`src/rtl/pkt_arb_pkg.sv`:
```
// Shared definitions for the packet round-robin arbiter.
//   STATE_W : width of the arbiter state encoding
//   state_e : IDLE (no owner), BURST (owner transfers), GAP (one-cycle
//             separation after a burst)
package pkt_arb_pkg;

   localparam int STATE_W = 2;

   typedef enum logic [STATE_W-1:0] {
      ST_IDLE  = 2'd0,
      ST_BURST = 2'd1,
      ST_GAP   = 2'd2
   } state_e;

endpackage

```
`src/rtl/pkt_rr_arbiter_rr_pick.sv`:
```
// Combinational round-robin picker.
//   req  : request vector, one bit per source
//   ptr  : index of the previous winner; the scan starts at ptr+1
//   pick : one-hot winner (all zero when nothing is requesting)
//   idx  : index of the winner (0 when nothing is requesting)
//   any  : at least one request is present
// The request vector is rotated so that source ptr+1 lands at bit 0, the
// lowest set bit is found, and the offset is rotated back to a source index.
module rr_pick #(
   parameter  int NUM_REQ = 4,
   localparam int IDX_W   = (NUM_REQ > 1) ? $clog2(NUM_REQ) : 1
) (
   input  logic [NUM_REQ-1:0] req,
   input  logic [IDX_W-1:0]   ptr,
   output logic [NUM_REQ-1:0] pick,
   output logic [IDX_W-1:0]   idx,
   output logic               any
);

   function automatic logic [IDX_W-1:0] wrap_idx(input int a);
      return IDX_W'(a % NUM_REQ);
   endfunction

   logic [NUM_REQ-1:0] rot;
   logic [IDX_W-1:0]   off;
   logic               found;

   always_comb begin
      rot = '0;
      for (int i = 0; i < NUM_REQ; i++) begin
         rot[i] = req[wrap_idx(int'(ptr) + 1 + i)];
      end

      found = 1'b0;
      off   = '0;
      for (int i = 0; i < NUM_REQ; i++) begin
         if (rot[i] && !found) begin
            found = 1'b1;
            off   = IDX_W'(i);
         end
      end

      idx  = found ? wrap_idx(int'(ptr) + 1 + int'(off)) : '0;
      pick = '0;
      if (found) pick[idx] = 1'b1;
   end

   assign any = |req;

endmodule

```
`src/rtl/pkt_rr_arbiter.sv`:
```
// Round-robin scheduler sharing one packet checker among NUM_REQ sources.
// One source owns the checker bus for a burst of PKT_LEN words; accepted
// words are registered onto the checker input. Checker error pulses seen
// while a burst is owned (BURST or GAP) set a sticky flag for the owner.
//   clk, reset     : clock, synchronous active-low reset
//   req_valid      : per-source word valid
//   req_data       : source k at [k*BUS_SIZE +: BUS_SIZE]
//   req_ready      : per-source accept (combinational)
//   chk_error      : error output of the checker
//   bus_data_out   : registered word to the checker
//   bus_valid      : bus_data_out holds a new word this cycle
//   grant          : registered one-hot owner, or zero
//   err_flags      : sticky per-source error flags
//   state_control  : current state, for debug
module pkt_rr_arbiter
   import pkt_arb_pkg::*;
#(
   parameter int BUS_SIZE = 16,
   parameter int NUM_REQ  = 4,
   parameter int PKT_LEN  = 4
) (
   input  logic                         clk,
   input  logic                         reset,
   input  logic [NUM_REQ-1:0]           req_valid,
   input  logic [NUM_REQ*BUS_SIZE-1:0]  req_data,
   output logic [NUM_REQ-1:0]           req_ready,
   input  logic                         chk_error,
   output logic [BUS_SIZE-1:0]          bus_data_out,
   output logic                         bus_valid,
   output logic [NUM_REQ-1:0]           grant,
   output logic [NUM_REQ-1:0]           err_flags,
   output logic [STATE_W-1:0]           state_control
);

   localparam int IDX_W  = (NUM_REQ > 1) ? $clog2(NUM_REQ) : 1;
   localparam int BEAT_W = (PKT_LEN > 1) ? $clog2(PKT_LEN) : 1;
   localparam logic [BEAT_W-1:0] LAST_BEAT = BEAT_W'(PKT_LEN - 1);

   state_e              state_q, state_d;
   logic [NUM_REQ-1:0]  grant_q, grant_d;
   logic [BUS_SIZE-1:0] data_q, data_d;
   logic                valid_q, valid_d;
   logic [NUM_REQ-1:0]  err_q, err_d;
   logic [BEAT_W-1:0]   beat_q, beat_d;
   logic [IDX_W-1:0]    ptr_q, ptr_d;

   logic [NUM_REQ-1:0]  pick;
   logic [IDX_W-1:0]    pick_idx;
   logic                pick_any;
   logic [BUS_SIZE-1:0] owner_word;
   logic                xfer;

   rr_pick #(.NUM_REQ(NUM_REQ)) u_pick (
      .req  (req_valid),
      .ptr  (ptr_q),
      .pick (pick),
      .idx  (pick_idx),
      .any  (pick_any)
   );

   // rr_ptr is loaded with the winner at grant time, so while a burst is
   // owned it doubles as the owner index.
   always_comb begin
      owner_word = '0;
      for (int k = 0; k < NUM_REQ; k++) begin
         if (ptr_q == IDX_W'(k)) owner_word = req_data[k*BUS_SIZE +: BUS_SIZE];
      end
   end

   assign req_ready = (state_q == ST_BURST) ? grant_q : '0;
   assign xfer      = |(req_valid & req_ready);

   always_comb begin
      state_d = state_q;
      grant_d = grant_q;
      data_d  = data_q;
      valid_d = 1'b0;
      err_d   = err_q;
      beat_d  = beat_q;
      ptr_d   = ptr_q;

      case (state_q)
         ST_IDLE: begin
            if (pick_any) begin
               grant_d = pick;
               ptr_d   = pick_idx;
               beat_d  = '0;
               state_d = ST_BURST;
            end
         end
         ST_BURST: begin
            if (xfer) begin
               data_d  = owner_word;
               valid_d = 1'b1;
               if (beat_q == LAST_BEAT) begin
                  beat_d  = '0;
                  state_d = ST_GAP;
               end else begin
                  beat_d = beat_q + 1'b1;
               end
            end
         end
         ST_GAP: begin
            // Owner kept through GAP so a late checker error still lands on it.
            grant_d = '0;
            state_d = ST_IDLE;
         end
         default: begin
            grant_d = '0;
            state_d = ST_IDLE;
         end
      endcase

      if (chk_error && (state_q == ST_BURST || state_q == ST_GAP)) begin
         err_d[ptr_q] = 1'b1;
      end
   end

   always_ff @(posedge clk) begin
      if (!reset) begin
         state_q <= ST_IDLE;
         grant_q <= '0;
         data_q  <= '0;
         valid_q <= 1'b0;
         err_q   <= '0;
         beat_q  <= '0;
         ptr_q   <= IDX_W'(NUM_REQ - 1);
      end else begin
         state_q <= state_d;
         grant_q <= grant_d;
         data_q  <= data_d;
         valid_q <= valid_d;
         err_q   <= err_d;
         beat_q  <= beat_d;
         ptr_q   <= ptr_d;
      end
   end

   assign bus_data_out  = data_q;
   assign bus_valid     = valid_q;
   assign grant         = grant_q;
   assign err_flags     = err_q;
   assign state_control = state_q;

endmodule

```
`config.mk`:
```
export PLATFORM = sky130hd
export DESIGN_NAME = pkt_rr_arbiter
export DESIGN_NICKNAME = d
export VERILOG_FILES = /design/src/rtl/pkt_arb_pkg.sv /design/src/rtl/pkt_rr_arbiter_rr_pick.sv /design/src/rtl/pkt_rr_arbiter.sv
export SDC_FILE = /design/constraint.sdc
export NUM_CORES = 1
export LEC_CHECK = 0
export BUFFER_PORTS_ARGS = -buffer_cell sky130_fd_sc_hd__buf_2
export CAP_MARGIN = 30
export CORE_MARGIN = 2
export CORE_UTILIZATION = 40
export DETAILED_ROUTE_END_ITERATION = 6
export GPL_TIMING_DRIVEN = 0
export PLACE_DENSITY = 0.75
export SLEW_MARGIN = 5
export SYNTH_ARGS = -nofsm -noshare
export SYNTH_HDL_FRONTEND = slang
export SYNTH_HIERARCHICAL = 1
export SYNTH_SLANG_ARGS = --single-unit
```
`constraint.sdc`:
```
create_clock -name clk -period 2.8 [get_ports clk]
set_input_delay 0.56 -clock clk [delete_from_list [all_inputs] [get_ports clk]]
set_output_delay 0.56 -clock clk [all_outputs]
set_load 0.05 [all_outputs]
```
==> flow_summary.ini <==
[outcome]
status = finished, final reports clean

[worst_setup_path]
crit_required_ns = 3.02
reg2reg_setup_slack_ns = 0.59
crit_family = simple AND/OR/NAND/NOR gates
cp.arrival_ns = 2.56
path_cells = buf_2 -> or2_2 -> or3_1 -> o2111ai_1 -> ha_1 -> xnor2_1 -> xor2_1 -> nand2_1 -> mux2i_1 -> a22oi_1 -> nor2b_1
slowest_delay_ns = 0.35
r2r-end = grant[1]
endpoint = grant[1]
startpoint = req_valid[1]
cp.depth = 11
critical_path_class = primary input to register
r2r-start = ptr_q[0]
critPathMaxFanout = 7
cp-end-kind = register
cpMaxStageDelayCell = or3_1
ff2ff_path_depth = 11
cp_num_buf_inv = 1
crit_path_start_kind = primary input

[clocking]
clk_latency_ns = 0.28
cts_sinks = 31
cts_resized = 0
cts_tree = done
hold_buffers = 0
root_buffer = clkbuf_8
cts.clk_slew.worst_paths_ns = 0.07
cts_max_level = 2
cts_max_path_buffers = 2
post_cts_buffers = 0
cts_made_buffers = 5

[job]
cap_viol_max_count = 0

[place]
io_buffers = 101
pre_cts_slack_ns = 0.180
gp_congestion = 0.770
post-dp-hpwl_um = 3860

[sta]
fin_ws_ns = 0.457
rsz0062_at_grt = no
finalMaxSlewViolations = 0
fin_skew_ns = 0.00232
slew_headroom = 0.607
max_freq_ghz = 0.427
setup_tns_ns = 0
tightestPinTransition_ns = 0.590
min_period_over_period = 0.837
setup_violations = 0
hold_viol = 0
min_period_ns = 2.34

[finish]
nets = 365
drive_above_1_share = 0.503
fin_util = 0.553
n_antenna_cell = 0
area_growth_pct = 35.6

[drt]
vias = 1852
ant_nets = 0
route.detailed.drc = 0
routedWlPerCell_um = 14.2
routed_wl_um = 4890
first_pass_iters = 4
via_per_inst = 5.38
drt-initial-drc-count = 77

[synthesis]
synth-compound-area-share = 0.179
ys_ff_latch = 31
synthMuxAreaShare = 0.221
yosysSeqAreaShare = 0.326
synthTopCellsByArea = dfxtp_1 (33%), mux4_2 (19%), a22o_1 (5.5%), nand2_1 (3.6%), ha_1 (3.3%)
synth_top_family_by_area = multiplexers
synthCells = 181
yosysTopAreaCellShare = 0.326
avgSynthCellArea_um2 = 10.5
synth-edff-count = 0
yosys.area_share.xor_xnor = 0.0138
synthSimpleGateAreaFrac = 0.170
synth_commonest_cells = dfxtp_1 (31), nand2_1 (18), mux4_2 (16)
async_flop_share = 0
netlist_area_um2 = 1900
synthMostInstantiatedCell = dfxtp_1
synth_top_area_cell = dfxtp_1
synth_ff_type = dfxtp_1
ys_types = 43
synth_fa_ha_area_frac = 0.0329
synth_warnings = 6
synthesis.nets = 257

[power_and_ir_drop]
vdd_drop_max_mv = 0.382
p_per_area_nw_per_um2 = 892
p_leak_nw = 1.24

[grt]
grt_max_degree = 11
grt_pass1_vias = 1668
overflow = 0
antenna_found_initial = 0
gr-usage-all-layers = 0.181
grt_pass1_wl_um = 7580

[min_path]
hold_class = register to register

[floorplan]
core_um2 = 4660
rows = 25
die_h_um = 73.0
io_pins = 102
die_w_um = 73.0
start_util = 0.408
die_area_um2 = 5320
==> where the power goes <==
group          leakage, nW  total, W  switching (W)  internal (W)
Clock               0.0505  0.000396       0.000172      0.000223
Sequential           0.252  0.000591      0.0000674      0.000524
Combinational        0.936   0.00131       0.000771      0.000543
==> metrics by stage <==
stage / std cells / hold WS, ns / power (W) / instance area [um2]
2_1_floorplan: 181 / 0.524 / 0.00164 / 1900
3_3_place_gp: 336 / 0.453 / 0.00190 / 2470
3_5_place_dp: 336 / 0.454 / 0.00191 / 2470
4_1_cts: 344 / 0.478 / 0.00231 / 2580
5_1_grt: 344 / 0.491 / 0.00246 / 2580
6_report: 344 / 0.476 / 0.00230 / 2580
==> worst register-to-register path: stages, from the launching register on <==
cell and delay (ns):
dfxtp_1 0.43, buf_6 0.17, nor2_1 0.05, a22oi_1 0.18, o2111ai_1 0.13, ha_1 0.21
xnor2_1 0.25, xor2_1 0.27, nand2_1 0.11, mux2i_1 0.14, a22oi_1 0.08, nor2b_1 0.12
==> worst min-delay path by stage <==
stage | from | to | slack, ns | cells past startpoint
after floorplan | beat_q[0] | beat_q[0] | 0.52 | 2
after global placement | err_flags[0] | err_flags[0] | 0.45 | 1
after detailed placement | err_flags[0] | err_flags[0] | 0.45 | 1
after CTS | bus_data_out[7] | bus_data_out[7] | 0.48 | 1
after global routing | bus_data_out[6] | bus_data_out[6] | 0.49 | 1
final | bus_data_out[7] | bus_data_out[7] | 0.48 | 1
==> state kept, by name (all words and copies together), names as in the netlist <==
| register | cells |
|---|---|
| beat_q | 2 |
| bus_data_out | 16 |
| bus_valid | 1 |
| err_flags | 4 |
| grant | 4 |
| ptr_q | 2 |
| state_control | 2 |
==> layer usage <==
layer / GRT usage / up-vias / wire length [um]
li1: - / 898 / -
met1: 0.221 / 890 / 2100
met2: 0.315 / 58 / 2460
met3: 0.0483 / 6 / 281
met4: 0.0473 / 0 / 44
met5: 0 / - / 0
==> cell type report <==
class | count | area [um2]
Buffer | 13 | 88.8
Clock buffer | 7 | 96.3
Clock inverter | 1 | 7.51
Fill cell | 438 | 2080
Inverter | 5 | 18.8
Multi-Input combinational cell | 132 | 1170
Sequential cell | 31 | 621
Tap cell | 54 | 67.6
Timing Repair Buffer | 101 | 505
==> layout by cell type, fill, tap and decap left out, types with 3 or more instances in the layout <==
cell      count
buf_2       103
dfxtp_1      31
nand2_1      18
mux4_2       16
a22o_1       12
nor2_1        9
nor2b_1       9
nand3_1       8
clkbuf_8      7
mux2i_1       6
a22o_2        6
inv_1         5
clkbuf_1      5
a22oi_1       5
ha_1          5
and2_1        3
buf_6         3
==> logic make-up after synthesis <==
family | Yosys count
AO/OA/AOI/OAI | 40
multiplexers | 22
buffers and inverters | 18
adder cells (fa/ha/maj) | 5
XOR/XNOR | 3
flip-flops | 31
AND/OR/NAND/NOR | 62
(Power assumes the default switching activity.)
